$ cat src/rtl/mem_debug_reader_pkg.sv
// ---------------------------------------------------------------------------
// mem_debug_reader_pkg
//   Shared definitions for the memory debug dump block:
//   - state encoding (localparams plus the enum built on them)
//   - byte / word widths
//   - idx_width(): word-index width, clog2 of the word count, at least 1 bit
// ---------------------------------------------------------------------------
package mem_debug_reader_pkg;

   localparam int BYTE_W = 8;
   localparam int WORD_W = 32;

   localparam logic [2:0] ENC_IDLE = 3'd0;
   localparam logic [2:0] ENC_ADDR = 3'd1;
   localparam logic [2:0] ENC_WAIT = 3'd2;
   localparam logic [2:0] ENC_SEND = 3'd3;
   localparam logic [2:0] ENC_NEXT = 3'd4;
   localparam logic [2:0] ENC_DONE = 3'd5;
   localparam logic [2:0] ENC_CSUM = 3'd6;

   typedef enum logic [2:0] {
      ST_IDLE = ENC_IDLE,
      ST_ADDR = ENC_ADDR,
      ST_WAIT = ENC_WAIT,
      ST_SEND = ENC_SEND,
      ST_NEXT = ENC_NEXT,
      ST_DONE = ENC_DONE,
      ST_CSUM = ENC_CSUM
   } state_e;

   function automatic int idx_width(input int words);
      return (words > 1) ? $clog2(words) : 1;
   endfunction

endpackage

$ cat src/rtl/mem_debug_reader_serializer.sv
// ---------------------------------------------------------------------------
// dbg_word_serializer
//   Holds one captured memory word and presents it a byte at a time,
//   most significant byte first.
//
//   clk, rst   : clock, asynchronous active-high reset
//   load       : capture load_word and point at byte 3
//   load_word  : word to capture
//   advance    : current byte has been transferred, step to the next one
//   byte_out   : currently selected byte
//   last_byte  : byte 0 is selected
// ---------------------------------------------------------------------------
module dbg_word_serializer
   import mem_debug_reader_pkg::*;
(
   input  logic              clk,
   input  logic              rst,
   input  logic              load,
   input  logic [WORD_W-1:0] load_word,
   input  logic              advance,
   output logic [BYTE_W-1:0] byte_out,
   output logic              last_byte
);

   logic [WORD_W-1:0] hold_q, hold_d;
   logic [1:0]        ptr_q, ptr_d;

   always_comb begin
      hold_d = hold_q;
      ptr_d  = ptr_q;
      if (load) begin
         hold_d = load_word;
         ptr_d  = 2'd3;
      end else if (advance) begin
         ptr_d = ptr_q - 2'd1;
      end
   end

   always_ff @(posedge clk or posedge rst) begin
      if (rst) begin
         hold_q <= '0;
         ptr_q  <= '0;
      end else begin
         hold_q <= hold_d;
         ptr_q  <= ptr_d;
      end
   end

   assign byte_out  = hold_q[{ptr_q, 3'b000} +: BYTE_W];
   assign last_byte = (ptr_q == 2'd0);

endmodule

$ cat src/rtl/mem_debug_reader.sv
// ---------------------------------------------------------------------------
// mem_debug_reader
//   Dumps MEM_WORDS data-memory words through a byte-wide valid/ready sink.
//   Each word: drive the index, wait RD_LAT cycles for read data, capture,
//   then send its four bytes MSB first.
//
//   Optional build macro DUMP_CHECKSUM_EN: appends one trailer byte holding
//   the XOR of every dumped byte before the dump completes.
//
//   clk, rst        : clock, asynchronous active-high reset
//   start           : one-cycle dump request, only honoured in IDLE
//   Debug_on        : puts the memory stage into debug-read mode
//   Debug_read_mem  : word index being read (zero-extended)
//   inMemDebug      : read data from the memory stage
//   tx_ready        : byte sink accepts tx_data this cycle
//   tx_valid,tx_data: byte offered to the sink
//   busy            : dump in progress
//   done            : one-cycle pulse as the dump finishes
//
//   state | meaning
//   IDLE  | waiting for start
//   ADDR  | index presented to memory
//   WAIT  | down-counting read latency, capture word at terminal count
//   SEND  | offering bytes 3..0 of the held word
//   NEXT  | last word? finish : bump index
//   CSUM  | offering the XOR trailer byte (DUMP_CHECKSUM_EN only)
//   DONE  | done pulse, back to IDLE
// ---------------------------------------------------------------------------
module mem_debug_reader
   import mem_debug_reader_pkg::*;
#(
   parameter int MEM_WORDS = 32,
   parameter int RD_LAT    = 1
)(
   input  logic              clk,
   input  logic              rst,
   input  logic              start,
   output logic              Debug_on,
   output logic [WORD_W-1:0] Debug_read_mem,
   input  logic [WORD_W-1:0] inMemDebug,
   input  logic              tx_ready,
   output logic              tx_valid,
   output logic [BYTE_W-1:0] tx_data,
   output logic              busy,
   output logic              done
);

   localparam int               IDX_W     = idx_width(MEM_WORDS);
   localparam logic [IDX_W-1:0] LAST_IDX  = IDX_W'(MEM_WORDS - 1);
   localparam logic [1:0]       WAIT_LOAD = 2'(RD_LAT - 1);

   state_e            state_q, state_d;
   logic [IDX_W-1:0]  idx_q, idx_d;
   logic [1:0]        wait_q, wait_d;
   logic              active_q, active_d;
   logic              tx_valid_q, tx_valid_d;
   logic              done_q, done_d;

   logic              ser_load;
   logic              ser_advance;
   logic [BYTE_W-1:0] ser_byte;
   logic              ser_last;
   logic              xfer;

`ifdef DUMP_CHECKSUM_EN
   logic [BYTE_W-1:0] csum_q, csum_d;
`endif

   assign xfer = tx_valid_q & tx_ready;

   always_comb begin
      state_d     = state_q;
      idx_d       = idx_q;
      wait_d      = wait_q;
      ser_load    = 1'b0;
      ser_advance = 1'b0;
`ifdef DUMP_CHECKSUM_EN
      csum_d      = csum_q;
`endif
      case (state_q)
         ST_IDLE: begin
            if (start) begin
               idx_d   = '0;
               state_d = ST_ADDR;
`ifdef DUMP_CHECKSUM_EN
               csum_d  = '0;
`endif
            end
         end
         ST_ADDR: begin
            wait_d  = WAIT_LOAD;
            state_d = ST_WAIT;
         end
         ST_WAIT: begin
            if (wait_q == 2'd0) begin
               ser_load = 1'b1;
               state_d  = ST_SEND;
            end else begin
               wait_d = wait_q - 2'd1;
            end
         end
         ST_SEND: begin
            if (xfer) begin
               ser_advance = 1'b1;
`ifdef DUMP_CHECKSUM_EN
               csum_d      = csum_q ^ ser_byte;
`endif
               if (ser_last) state_d = ST_NEXT;
            end
         end
         ST_NEXT: begin
            if (idx_q == LAST_IDX) begin
`ifdef DUMP_CHECKSUM_EN
               state_d = ST_CSUM;
`else
               state_d = ST_DONE;
`endif
            end else begin
               idx_d   = idx_q + 1'b1;
               state_d = ST_ADDR;
            end
         end
`ifdef DUMP_CHECKSUM_EN
         ST_CSUM: begin
            if (xfer) state_d = ST_DONE;
         end
`endif
         ST_DONE: state_d = ST_IDLE;
         default: state_d = ST_IDLE;
      endcase

      // Outputs are registered from the next state so they line up with it.
      active_d   = (state_d != ST_IDLE);
      done_d     = (state_d == ST_DONE);
`ifdef DUMP_CHECKSUM_EN
      tx_valid_d = (state_d == ST_SEND) || (state_d == ST_CSUM);
`else
      tx_valid_d = (state_d == ST_SEND);
`endif
   end

   always_ff @(posedge clk or posedge rst) begin
      if (rst) begin
         state_q    <= ST_IDLE;
         idx_q      <= '0;
         wait_q     <= '0;
         active_q   <= 1'b0;
         tx_valid_q <= 1'b0;
         done_q     <= 1'b0;
`ifdef DUMP_CHECKSUM_EN
         csum_q     <= '0;
`endif
      end else begin
         state_q    <= state_d;
         idx_q      <= idx_d;
         wait_q     <= wait_d;
         active_q   <= active_d;
         tx_valid_q <= tx_valid_d;
         done_q     <= done_d;
`ifdef DUMP_CHECKSUM_EN
         csum_q     <= csum_d;
`endif
      end
   end

   dbg_word_serializer u_ser (
      .clk       (clk),
      .rst       (rst),
      .load      (ser_load),
      .load_word (inMemDebug),
      .advance   (ser_advance),
      .byte_out  (ser_byte),
      .last_byte (ser_last)
   );

   assign Debug_on       = active_q;
   assign busy           = active_q;
   assign done           = done_q;
   assign tx_valid       = tx_valid_q;
   assign Debug_read_mem = {{(WORD_W-IDX_W){1'b0}}, idx_q};

   // tx_data is forced to zero whenever nothing is offered.
`ifdef DUMP_CHECKSUM_EN
   assign tx_data = !tx_valid_q          ? '0     :
                    (state_q == ST_CSUM) ? csum_q : ser_byte;
`else
   assign tx_data = tx_valid_q ? ser_byte : '0;
`endif

endmodule

$ cat config.mk
export PLATFORM = sky130hd
export DESIGN_NAME = mem_debug_reader
export DESIGN_NICKNAME = d
export VERILOG_FILES = /design/src/rtl/mem_debug_reader_pkg.sv /design/src/rtl/mem_debug_reader_serializer.sv /design/src/rtl/mem_debug_reader.sv
export SDC_FILE = /design/constraint.sdc
export NUM_CORES = 1
export LEC_CHECK = 0
export ABC_AREA = 1
export CAP_MARGIN = 40
export CORE_ASPECT_RATIO = 0.9
export CORE_MARGIN = 4
export CORE_UTILIZATION = 46
export CTS_CLUSTER_DIAMETER = 60
export DETAILED_ROUTE_END_ITERATION = 8
export HOLD_SLACK_MARGIN = 0.08
export PLACE_DENSITY = 0.8
export SYNTH_ARGS = -nofsm -noshare
export SYNTH_HDL_FRONTEND = slang
export SYNTH_SLANG_ARGS = --single-unit
$ cat constraint.sdc
create_clock -name clk -period 1.6 [get_ports clk]
set_input_delay 0.16 -clock clk [delete_from_list [all_inputs] [get_ports clk]]
set_output_delay 0.16 -clock clk [all_outputs]
set_load 0.005 [all_outputs]
Word-level counts from Yosys, hierarchy flattened. Cells that the tools add are included.

Add/sub/neg operators: 3. Multiply operators: 0. Div/mod/pow operators: 0. Magnitude comparators: 0. Eq/ne operators: 10. Shift operators: 1. Multiplexer cells: 18. Bitwise operators: 1. Reductions and logical operators: 9.

Operators by type and width (number): indexed part select 32 x 6 -> 8 bit (1); two-way mux 3 bit (5); case mux 3 bit (5 select lines) (1); two-way mux 5 bit (2); case mux 5 bit (2 select lines) (1); equality test 3 x 2 -> 1 bit (second input constant) (3); two-way mux 8 bit (1); equality test 3 bit (second input constant) (2); two-way mux 2 bit (3); != test 2 bit (second input constant) (3); nonzero test 2 bit (3); adder 5 x 1 -> 5 bit (second input constant) (1); equality test 5 bit (second input constant) (1); logical NOT 2 bit (2); two-way mux 1 bit (4); case mux 2 bit (2 select lines) (1); subtractor 2 x 1 -> 2 bit (second input constant) (2); equality test 3 x 1 -> 1 bit (second input constant) (1); logical NOT 3 bit (1); AND reduction 3 bit (1); nonzero test 3 bit (1); AND reduction 2 bit (1); AND 1 bit (1).

Register bits: 47. Bits in latches: 0. Bits in writable memories: 0. Bits in read-only memories: 0. Input port bits: 36. Output and inout port bits: 44. Logic and storage cells: 50. Memories kept: 0.

Depth between registers and ports, before layout. Gate-level depths: netlist of the first run.

Depth after elaboration: 5. Gate-level depth with buffers: 9. Mapped depth without buffers: 9.

Hierarchy. Synthesis of the first run repeated with hierarchy kept, for this count alone.

Cell total of the unflattened synthesis: 339. Area total of the unflattened synthesis: 2618.8 sq um.

Modules (own cells, without submodules): dbg_word_serializer (instances 1, cells each 208, area an instance 1632.8 sq um, seq. area each 850.8 sq um); mem_debug_reader (instances 1, cells each 131, area an instance 985.9 sq um, seq. area each 325.3 sq um).

Worst setup path before layout of the first run. Ideal clock, no wire load.

Kind: register to register. Start: reg idx_q[0]. End: reg idx_q[3]. Library setup time: 0.128 ns. Arrival time: 1.281 ns. Required time: 1.472 ns. Slack: 0.190 ns. Stages on the path, launching flop included: 9. Path buffers: 0. Clock period less this slack: 1.410 ns. Path through: dfrtp_1 -> ha_1 -> nand2_1 -> nor2_1 -> ha_1 -> a21oi_1 -> nand2_1 -> nand2_1 -> o21ai_0.

Cells in the longest elaborated chain, start to end: 3. Elaborated cells between the ends (all ways): 6. Those cells by class: 1 x add/sub; 2 x eq/ne; 2 x mux; 1 x reduce/logical.

Ends and longest elaborated chain: from (decl) (RTL line mem_debug_reader.sv:53) `logic [IDX_W-1:0] idx_q, idx_d;`; from (signal assigned) (RTL line mem_debug_reader.sv:155) `idx_q <= idx_d;`; adder 5 x 1 -> 5 bit or equality test 5 bit (tied branches) (RTL line mem_debug_reader.sv:119, mem_debug_reader.sv:112); two-way mux 5 bit or != test 2 bit (tied branches); case mux 5 bit (2 select lines) or AND reduction 3 bit (tied branches).

Parallel ways exist; a longest one is shown, timed or not. The select of a mux whose other input is x is not followed. A chain may end at the register's enable or synchronous reset.

Final worst setup path of the first run.
Start: reg u_ser.ptr_q[0]. End: out tx_data[3].

Cells in the longest elaborated chain, start to end: 2.

Ends and longest elaborated chain: from (decl) (RTL line mem_debug_reader_serializer.sv:26) `logic [1:0] ptr_q, ptr_d;`; from (signal assigned) (RTL line mem_debug_reader_serializer.sv:45) `ptr_q <= ptr_d;`; indexed part select 32 x 6 -> 8 bit (RTL line mem_debug_reader_serializer.sv:49) `assign byte_out = hold_q[{ptr_q, 3'b000} +: BYTE_W];`; two-way mux 8 bit (RTL line mem_debug_reader.sv:187) `assign tx_data = tx_valid_q ? ser_byte : '0;`; to (decl) (RTL line mem_debug_reader.sv:43) `output logic [BYTE_W-1:0] tx_data,`.

Every way passes these cells.

==> results of run 1 <==
==> how the worst max path moves through the flow <==
stage                              start         end  slack (ns)
final                     u_ser.ptr_q[0]  tx_data[3]       -0.07
after global placement    u_ser.ptr_q[0]  tx_data[2]       -0.03
after floorplan                 idx_q[0]    idx_q[3]        0.19
after detailed placement  u_ser.ptr_q[0]  tx_data[4]       -0.05
after CTS                 u_ser.ptr_q[0]  tx_data[3]       -0.06
after global routing      u_ser.ptr_q[0]  tx_data[3]       -0.15
==> power groups by stage <==
| stage | Combinational (W) | Clock [W] | Sequential, W |
|---|---|---|---|
| global route | 0.00286 | 0.000744 | 0.00198 |
| finish | 0.00253 | 0.000669 | 0.00194 |
| floorplan | 0.00161 | 0 | 0.00185 |
| detailed placement | 0.00235 | 0 | 0.00194 |
| global placement | 0.00229 | 0 | 0.00192 |
| CTS | 0.00246 | 0.000689 | 0.00192 |
==> worst register-to-register path, cell delays in order (launching register included) <==
cell     delay (ns)
dfrtp_2        0.45
buf_12         0.15
buf_16         0.13
buf_4          0.14
inv_2          0.05
ha_2           0.17
nand3_1        0.11
nand2_2        0.11
nand3_2        0.08
nand2_2        0.10
nand2_1        0.05
==> stage by stage <==
stage               instance area, µm²  total power, W  std cells  hold slack, ns   TNS, ns
floorplan                         2575        0.003464        334          0.2696         0
global placement                  2999        0.004208        422          0.4420  -0.05909
detailed placement                2999        0.004292        422          0.4366   -0.1616
CTS                               3157        0.005074        434          0.1274   -0.2707
global route                      3202        0.005592        436          0.1280   -0.9553
finish                            3202        0.005141        436          0.1168   -0.2942
==> area by class of cell <==
type / instances / area (µm²)
clock buffers: 5 / 68.82
flip-flops and latches: 47 / 1177
clock inverters: 2 / 13.76
repair buffers: 68 / 694.4
fillers: 446 / 2022
well taps: 67 / 83.83
multi-input cells: 213 / 1036
inverters: 34 / 127.6
==> sequential cells by signal, summed over array words and instances, names as in the netlist <==
signal        cells
idx_q             5
u_ser.hold_q     32
tx_valid          1
wait_q            2
Debug_on          1
done              1
u_ser.ptr_q       2
state_q           3
==> synth_stat cells (all sizes together) <==
master    n
o21ai    29
dfrtp    47
nor2      9
clkbuf    1
ha        4
inv      34
conb      1
nand2   101
buf      39
nand4     1
o211ai    8
nand3    11
nand3b    2
mux2i     1
a21oi    19
nor3b     1
==> cells by family after synthesis <==
family | count (synthesis) | synth area share
adder cells (fa/ha/maj) | 4 | 0.02020
multiplexers | 1 | 0.004041
AND/OR/NAND/NOR | 125 | 0.2086
AO/OA/AOI/OAI | 56 | 0.1242
other | 1 | 0.001514
flip-flops | 47 | 0.4747
buffers and inverters | 74 | 0.1667
==> routing by layer <==
| layer | GRT usage | wire length, µm |
|---|---|---|
| met5 | 0 | 0 |
| met4 | 0.06329 | 101 |
| met3 | 0.02548 | 319 |
| met2 | 0.2725 | 2619 |
| met1 | 0.2389 | 2480 |
==> timing repair <==
item                                    in CTS  in global routing
cloned                                       2                  0
resized for setup                           45                 11
pin swaps                                   14                 10
buffers inserted                             3                  2
endpoints found under the setup margin       8                 16
==> impl_metrics.py, run 1 <==
metrics = {
    "clock_tree": {
        "path_clk_slew_ns": 0.08,
        "clock_sinks": 47,
        "ctsHoldBuffers": 0,
        "root_buffer": "clkbuf_8",
        "cts_tree": "yes",
        "cts_buffer_depth": 2,
        "cts-buffers-inserted": 5,
        "clk_latency_ns": 0.30,
        "htree_levels": 2,
    },
    "yosys": {
        "ys_seq_area_frac": 0.4747,
        "synth_top_area_cell": "dfrtp_1",
        "ys.warnings.count": 0,
        "synth.avg_cell_area_um2": 8.043,
        "syn-cell-area_mm2": 0.002477,
        "synth_top_area_share": 0.4747,
        "synth_seq_cells": 47,
        "ys_top_cells_by_area": "dfrtp_1 47%, nand2_1 15%, buf_4 9.7%, inv_1 5.2%, o21ai_1 4.2%",
        "netlist_instances": 308,
        "yosys.cell_types.count": 24,
    },
    "cells_and_area": {
        "syn2layout_area_growth_pct": 29.24,
        "nets": 409,
        "drive_above_1_share": 0.1491,
        "antenna_cells": 0,
        "layout.cells.most_common_list": "94 x nand2_1, 46 x dfrtp_1, 44 x clkdlybuf4s50_1",
        "final_common_cell": "nand2_1",
        "fin_util": 0.6129,
    },
    "grt": {
        "grt_max_degree": 39,
        "antenna_found_initial": 0,
        "grt_pass1_wl_mm": 9.156,
        "overflow": 0,
        "first_global_vias": 1948,
        "track_usage": 0.1720,
    },
    "floorplanning": {
        "start_util": 0.4743,
        "die_w_um": 85.36,
        "dieArea_mm2": 0.006625,
        "rows": 25,
        "die_y_um": 77.62,
        "ios": 80,
        "coreArea_mm2": 0.005224,
    },
    "placed_design": {
        "dp_slack_ns": -0.04841,
        "port_buffers": 52,
        "dp_hpwl_mm": 4.082,
        "place.gp.congestion": 0.8638,
    },
    "worst_setup_path": {
        "crit_type": "flop to output pin",
        "cp_top_family": "flip-flops",
        "regToRegStartpoint": "u_ser.ptr_q[0]",
        "cp-start-kind": "flop",
        "crit_fanout": 6,
        "cp-end-kind": "output pin",
        "crit_chain": "buf_12, buf_16, nand2_2, o211ai_1, a21oi_1, buf_2",
        "crit_buf_inv": 3,
        "ff2ff_path_depth": 10,
        "crit_arrival_ns": 1.51,
        "critical-path-max-stage-delay_ns": 0.45,
        "cp_num_cells": 6,
        "reg2reg_to": "Debug_on",
        "required_ns": 1.44,
        "reg2reg_slack_ns": -0.04,
        "cp_slowest_cell": "dfrtp_2",
    },
    "detailed_routing": {
        "drt_drc_violations_left": 0,
        "antenna_left": 0,
        "vias_per_cell": 4.764,
        "via_count": 2077,
        "drt_iter0_markers": 105,
        "wirelength_mm": 5.521,
        "wl_per_cell_um": 12.66,
        "drtPass1Iterations": 4,
    },
    "min_path": {
        "hp-class": "primary input to asynchronous set/reset pin",
    },
    "sta": {
        "report.final.setup_viol": 8,
        "fin_crit_ns": 1.666,
        "skew_ns": 0.007515,
        "finalCritPeriodShare": 1.041,
        "rsz0062_at_grt": "yes",
        "hold_violations": 0,
        "fmax_ghz": 0.6004,
        "postLayoutSetupSlackWorst_ns": -0.06568,
        "drv_slew": 0,
    },
    "power": {
        "clkPwrFrac": 0.130,
        "intPower_w": 0.003070,
        "power.leakage_nw": 1.621,
        "switching_share": 0.4028,
        "power_density_mw_per_mm2": 1606,
        "combPwrFrac": 0.493,
        "seq_power_share": 0.377,
        "ir_drop_mv": 0.7906,
        "switching_power_w": 0.002071,
    },
    "run_status": {
        "status": "finished with violations",
        "violations": "negative setup slack",
    },
    "flow_run": {
        "drv_cap": 0,
    },
}
Note: power is estimated with default switching activity, not from simulation.
==> inputs of run 2 (changes only) <==
Settings changed: CELL_PAD_IN_SITES_DETAIL_PLACEMENT set to 2, CELL_PAD_IN_SITES_GLOBAL_PLACEMENT set to 2, CORE_UTILIZATION 46 to 26, CTS_BUF_LIST set to sky130_fd_sc_hd__clkbuf_4 sky130_fd_sc_hd__clkbuf_8 sky130_fd_sc_hd__clkbuf_16, MAX_ROUTING_LAYER set to met4, PLACE_DENSITY 0.8 to not set, PLACE_DENSITY_LB_ADDON set to 0.1.
==> impl_metrics.py, run 2 (same netlist as run 1, synthesis figures left out) <==
metrics = {
    "clock_tree": {
        "htree_levels": 2,
        "clk_latency_ns": 0.30,
        "root_buffer": "clkbuf_8",
        "cts-buffers-inserted": 5,
        "path_clk_slew_ns": 0.09,
        "ctsHoldBuffers": 0,
        "cts_tree": "yes",
        "clock_sinks": 47,
        "cts_buffer_depth": 2,
    },
    "cells_and_area": {
        "regMostFlops": "u_ser.hold_q",
        "final_common_cell": "nand2_1",
        "antenna_cells": 0,
        "nets": 412,
        "largest_reg_flops": 32,
        "syn2layout_area_growth_pct": 34.09,
        "drive_above_1_share": 0.1609,
        "fin_util": 0.3608,
        "reg.largest.list": "u_ser.hold_q x32, idx_q x5, state_q x3",
        "multi_input_area_mm2": 0.001049,
        "fillCellCount": 1059,
        "register_area_mm2": 0.001176,
        "layout.cells.most_common_list": "95 x nand2_1, 47 x dfrtp_1, 44 x clkdlybuf4s50_1",
    },
    "sta": {
        "fin_setup_tns_ns": -0.1145,
        "postLayoutSetupSlackWorst_ns": -0.05417,
        "hold_ws_ns": 0.2030,
        "report.final.setup_viol": 4,
        "fmax_ghz": 0.6045,
        "finalCritPeriodShare": 1.034,
        "rsz0062_at_grt": "yes",
        "drv_slew": 0,
        "hold_violations": 0,
        "skew_ns": 0.005936,
        "fin_crit_ns": 1.654,
    },
    "run_status": {
        "violations": "negative setup slack",
        "status": "finished with violations",
    },
    "floorplanning": {
        "coreArea_mm2": 0.009208,
        "dieArea_mm2": 0.01116,
        "die_w_um": 110.9,
        "die_y_um": 100.6,
        "start_util": 0.2691,
        "rows": 33,
        "ios": 80,
    },
    "placed_design": {
        "port_buffers": 52,
        "dp_hpwl_mm": 5.144,
        "place.gp.congestion": 0.7535,
    },
    "grt": {
        "gr-usage-met3": 0.02401,
        "antenna_found_initial": 0,
        "grtUsageMet1": 0.1735,
        "grt_util_met2": 0.2290,
        "track_usage": 0.1368,
        "overflow": 0,
        "first_global_vias": 2352,
        "grt.busiest_layer": "met2",
        "grt_pass1_wl_mm": 12.02,
        "grt_max_degree": 48,
    },
    "power": {
        "power.leakage_nw": 1.635,
        "power_density_mw_per_mm2": 1700,
        "ir_drop_mv": 0.5041,
    },
    "detailed_routing": {
        "vias_per_cell": 4.321,
        "via_count": 2139,
        "wl_per_cell_um": 14.47,
        "drt_drc_violations_left": 0,
        "drtPass1Iterations": 3,
        "wirelength_mm": 7.165,
        "drt_iter0_markers": 65,
        "antenna_left": 0,
    },
    "worst_setup_path": {
        "cp-end-kind": "output pin",
        "crit_arrival_ns": 1.49,
        "crit_type": "flop to output pin",
        "required_ns": 1.44,
        "cp-start-kind": "flop",
        "crit_fanout": 8,
    },
    "flow_run": {
        "drv_cap": 0,
    },
    "min_path": {
        "hp-class": "primary input to asynchronous set/reset pin",
    },
}
## run 2: cell count changes in the layout (fill, tap and decap cells not counted), sizes merged
cell and change:
clkbuf +1, buf +3, clkinv -2, bufinv +2
## run 2: timing repair
action / CTS / global route
gates resized for setup: 50 / 16
setup buffers: 5 / 0
setup endpoints to repair: 8 / 15
gates cloned: 1 / 0
pin swaps: 11 / 11
## run 2: layer usage
| metal | vias to the layer above | wire length (µm) |
|---|---|---|
| li1 | 1037 | - |
| met1 | 1046 | 3455 |
| met2 | 51 | 3329 |
| met3 | 5 | 307 |
| met4 | 0 | 73 |
| met5 | - | 0 |
## run 2: final cells by class
cell class	instances	share of cell area
repair buffers	71	0.2041
clock inverters	2	0.01808
well taps	122	0.04595
flip-flops and latches	47	0.3540
clock buffers	6	0.02298
multi-input cells	213	0.3156
inverters	34	0.03917
## run 2: per-stage QoR
step                instances  setup WS, ns  power, W  cell area, µm²
floorplan                 334        0.1901  0.003464            2575
global placement          481      -0.02902  0.004391            3085
detailed placement        481      -0.07860  0.004489            3085
CTS                       495      -0.07821  0.005647            3267
global route              495       -0.1394  0.006182            3322
finish                    495      -0.05417  0.005647            3322
## run 2: path summary, 6_finish.rpt
| path | startpoint | endpoint | cells after the start | slack (ns) |
|---|---|---|---|---|
| max | u_ser.ptr_q[0] | tx_data[7] | 6 | -0.05 |
| min | rst | u_ser.hold_q[15] | 3 | 0.20 |
| max reg2reg | u_ser.ptr_q[0] | Debug_on | 10 | 0.03 |
| min reg2reg | u_ser.hold_q[18] | u_ser.hold_q[18] | 2 | 0.50 |
| max in group asynchronous | rst | u_ser.hold_q[10] | 3 | 1.17 |
| min in group clk | inMemDebug[5] | u_ser.hold_q[5] | 3 | 0.39 |
## run 2: critical path, cell delays in order, from the launching register on
cell and delay (ns):
dfrtp_1 0.42, buf_6 0.14, buf_8 0.13, buf_6 0.11
o211ai_1 0.16, a21oi_1 0.10, buf_2 0.14
## run 2: report_power, final
part	switching [W]	internal [W]	total [W]
clock	0.000430	0.000642	0.00107
sequential	0.000253	0.00167	0.00192
combinational	0.00155	0.00110	0.00265
total	0.00224	0.00341	0.00565
==> inputs of run 3 (changes only) <==
Settings changed: SKIP_CTS_REPAIR_TIMING set to 1.
==> impl_metrics.py, run 3 (same netlist as run 1, synthesis figures left out) <==
metrics = {
    "worst_setup_path": {
        "crit_arrival_ns": 1.42,
        "required_ns": 1.44,
        "crit_buf_inv": 3,
        "critical-path-max-stage-delay_ns": 0.42,
        "cp-start-kind": "flop",
        "crit_fanout": 16,
        "cp_top_family": "buffers and inverters",
        "cp_slowest_cell": "dfrtp_1",
        "crit_type": "flop to output pin",
        "crit_chain": "buf_8, buf_4, o211ai_1, a21oi_1, buf_2",
        "cp-end-kind": "output pin",
    },
    "detailed_routing": {
        "wirelength_mm": 6.869,
        "via_count": 2109,
        "drtPass1Iterations": 4,
        "antenna_left": 0,
        "drt_drc_violations_left": 0,
        "wl_per_cell_um": 13.99,
        "vias_per_cell": 4.295,
        "drt_iter0_markers": 63,
    },
    "floorplanning": {
        "die_w_um": 110.9,
        "rows": 33,
        "ios": 80,
        "coreArea_mm2": 0.009208,
        "dieArea_mm2": 0.01116,
        "start_util": 0.2691,
        "die_y_um": 100.6,
    },
    "sta": {
        "report.final.setup_viol": 0,
        "skew_ns": 0.006928,
        "hold_violations": 0,
        "drv_slew": 0,
        "fin_crit_ns": 1.585,
        "fmax_ghz": 0.6310,
        "finalCritPeriodShare": 0.9904,
        "rsz0062_at_grt": "yes",
    },
    "clock_tree": {
        "htree_levels": 2,
        "clk_latency_ns": 0.30,
        "root_buffer": "clkbuf_8",
        "cts_buffer_depth": 2,
        "path_clk_slew_ns": 0.09,
        "cts-buffers-inserted": 5,
        "clock_sinks": 47,
        "cts_tree": "yes",
    },
    "grt": {
        "grt_max_degree": 48,
        "gr-usage-met3": 0.02401,
        "grt_util_met2": 0.2206,
        "first_global_vias": 2304,
        "grt_pass1_wl_mm": 11.69,
        "grtUsageMet1": 0.1690,
        "grt.busiest_layer": "met2",
        "antenna_found_initial": 0,
        "track_usage": 0.1328,
        "overflow": 0,
    },
    "placed_design": {
        "place.gp.congestion": 0.7535,
        "port_buffers": 52,
        "dp_hpwl_mm": 5.144,
        "placed_cell_area_mm2": 0.003085,
    },
    "cells_and_area": {
        "regMostFlops": "u_ser.hold_q",
        "reg.largest.list": "u_ser.hold_q x32, idx_q x5, state_q x3",
        "nets": 408,
        "fillCellCount": 1065,
        "layout.cells.most_common_list": "99 x nand2_1, 47 x dfrtp_1, 44 x clkdlybuf4s50_1",
        "fin_area_mm2": 0.003228,
        "drive_above_1_share": 0.1220,
        "final_common_cell": "nand2_1",
        "antenna_cells": 0,
        "largest_reg_flops": 32,
        "fin_util": 0.3506,
        "syn2layout_area_growth_pct": 30.30,
    },
    "power": {
        "ir_drop_mv": 0.4722,
        "power_w": 0.005436,
        "power_density_mw_per_mm2": 1684,
        "power.leakage_nw": 1.610,
    },
    "run_status": {
        "status": "completed",
    },
    "min_path": {
        "hp-class": "primary input to asynchronous set/reset pin",
    },
    "flow_run": {
        "drv_cap": 0,
    },
}
## run 3: area by class of cell
cell class	instances	area (µm²)	area share
sequential	47	1176	0.3643
multi-input combinational	213	1006	0.3116
timing repair buffer	67	629.4	0.1950
tap	122	152.6	0.04729
inverter	34	127.6	0.03953
clock buffer	6	76.32	0.02364
clock inverter	2	60.06	0.01860
## run 3: worst register-to-register path, delay by kind of cell (launching register included)
family | cells | cell delay, ns
compound gates | 2 | 0.21
fa+ha+maj | 2 | 0.40
flops | 1 | 0.39
simple gates | 4 | 0.33
## run 3: per-layer routing
layer  share of wire  vias to the layer above
li1                -                     1034
met2            0.46                       51
met4           0.011                        0
met3           0.045                        5
met1            0.48                     1019
met5               0                        -
## run 3: worst paths after layout
check                                  from                to  slack, ns  depth (start not counted)
max reg2reg                        idx_q[0]          idx_q[1]       0.15                          8
max in group asynchronous               rst   u_ser.hold_q[4]       1.16                          3
min reg2reg                u_ser.hold_q[21]  u_ser.hold_q[21]       0.50                          2
min in group clk              inMemDebug[5]   u_ser.hold_q[5]       0.39                          3
min                                     rst  u_ser.hold_q[15]       0.20                          3
max                          u_ser.ptr_q[0]        tx_data[1]       0.02                          5
## run 3: where the power goes
| part | internal [W] | switching (W) | leakage, nW |
|---|---|---|---|
| combinational | 0.000988 | 0.00146 | 0.960 |
| sequential | 0.00167 | 0.000252 | 0.581 |
| clock | 0.000642 | 0.000427 | 0.0688 |
| total | 0.00330 | 0.00213 | 1.61 |
## run 3: through the flow
| stage | TNS [ns] | instances | setup slack [ns] | hold WS [ns] |
|---|---|---|---|---|
| after floorplan | 0 | 334 | 0.1901 | 0.2696 |
| after global placement | -0.1119 | 481 | -0.02902 | 0.4656 |
| after detailed placement | -0.2617 | 481 | -0.07860 | 0.4759 |
| after CTS | -3.084 | 489 | -0.4263 | 0.2154 |
| after global routing | -0.4901 | 491 | -0.1003 | 0.2468 |
| final | 0 | 491 | 0.01531 | 0.2028 |
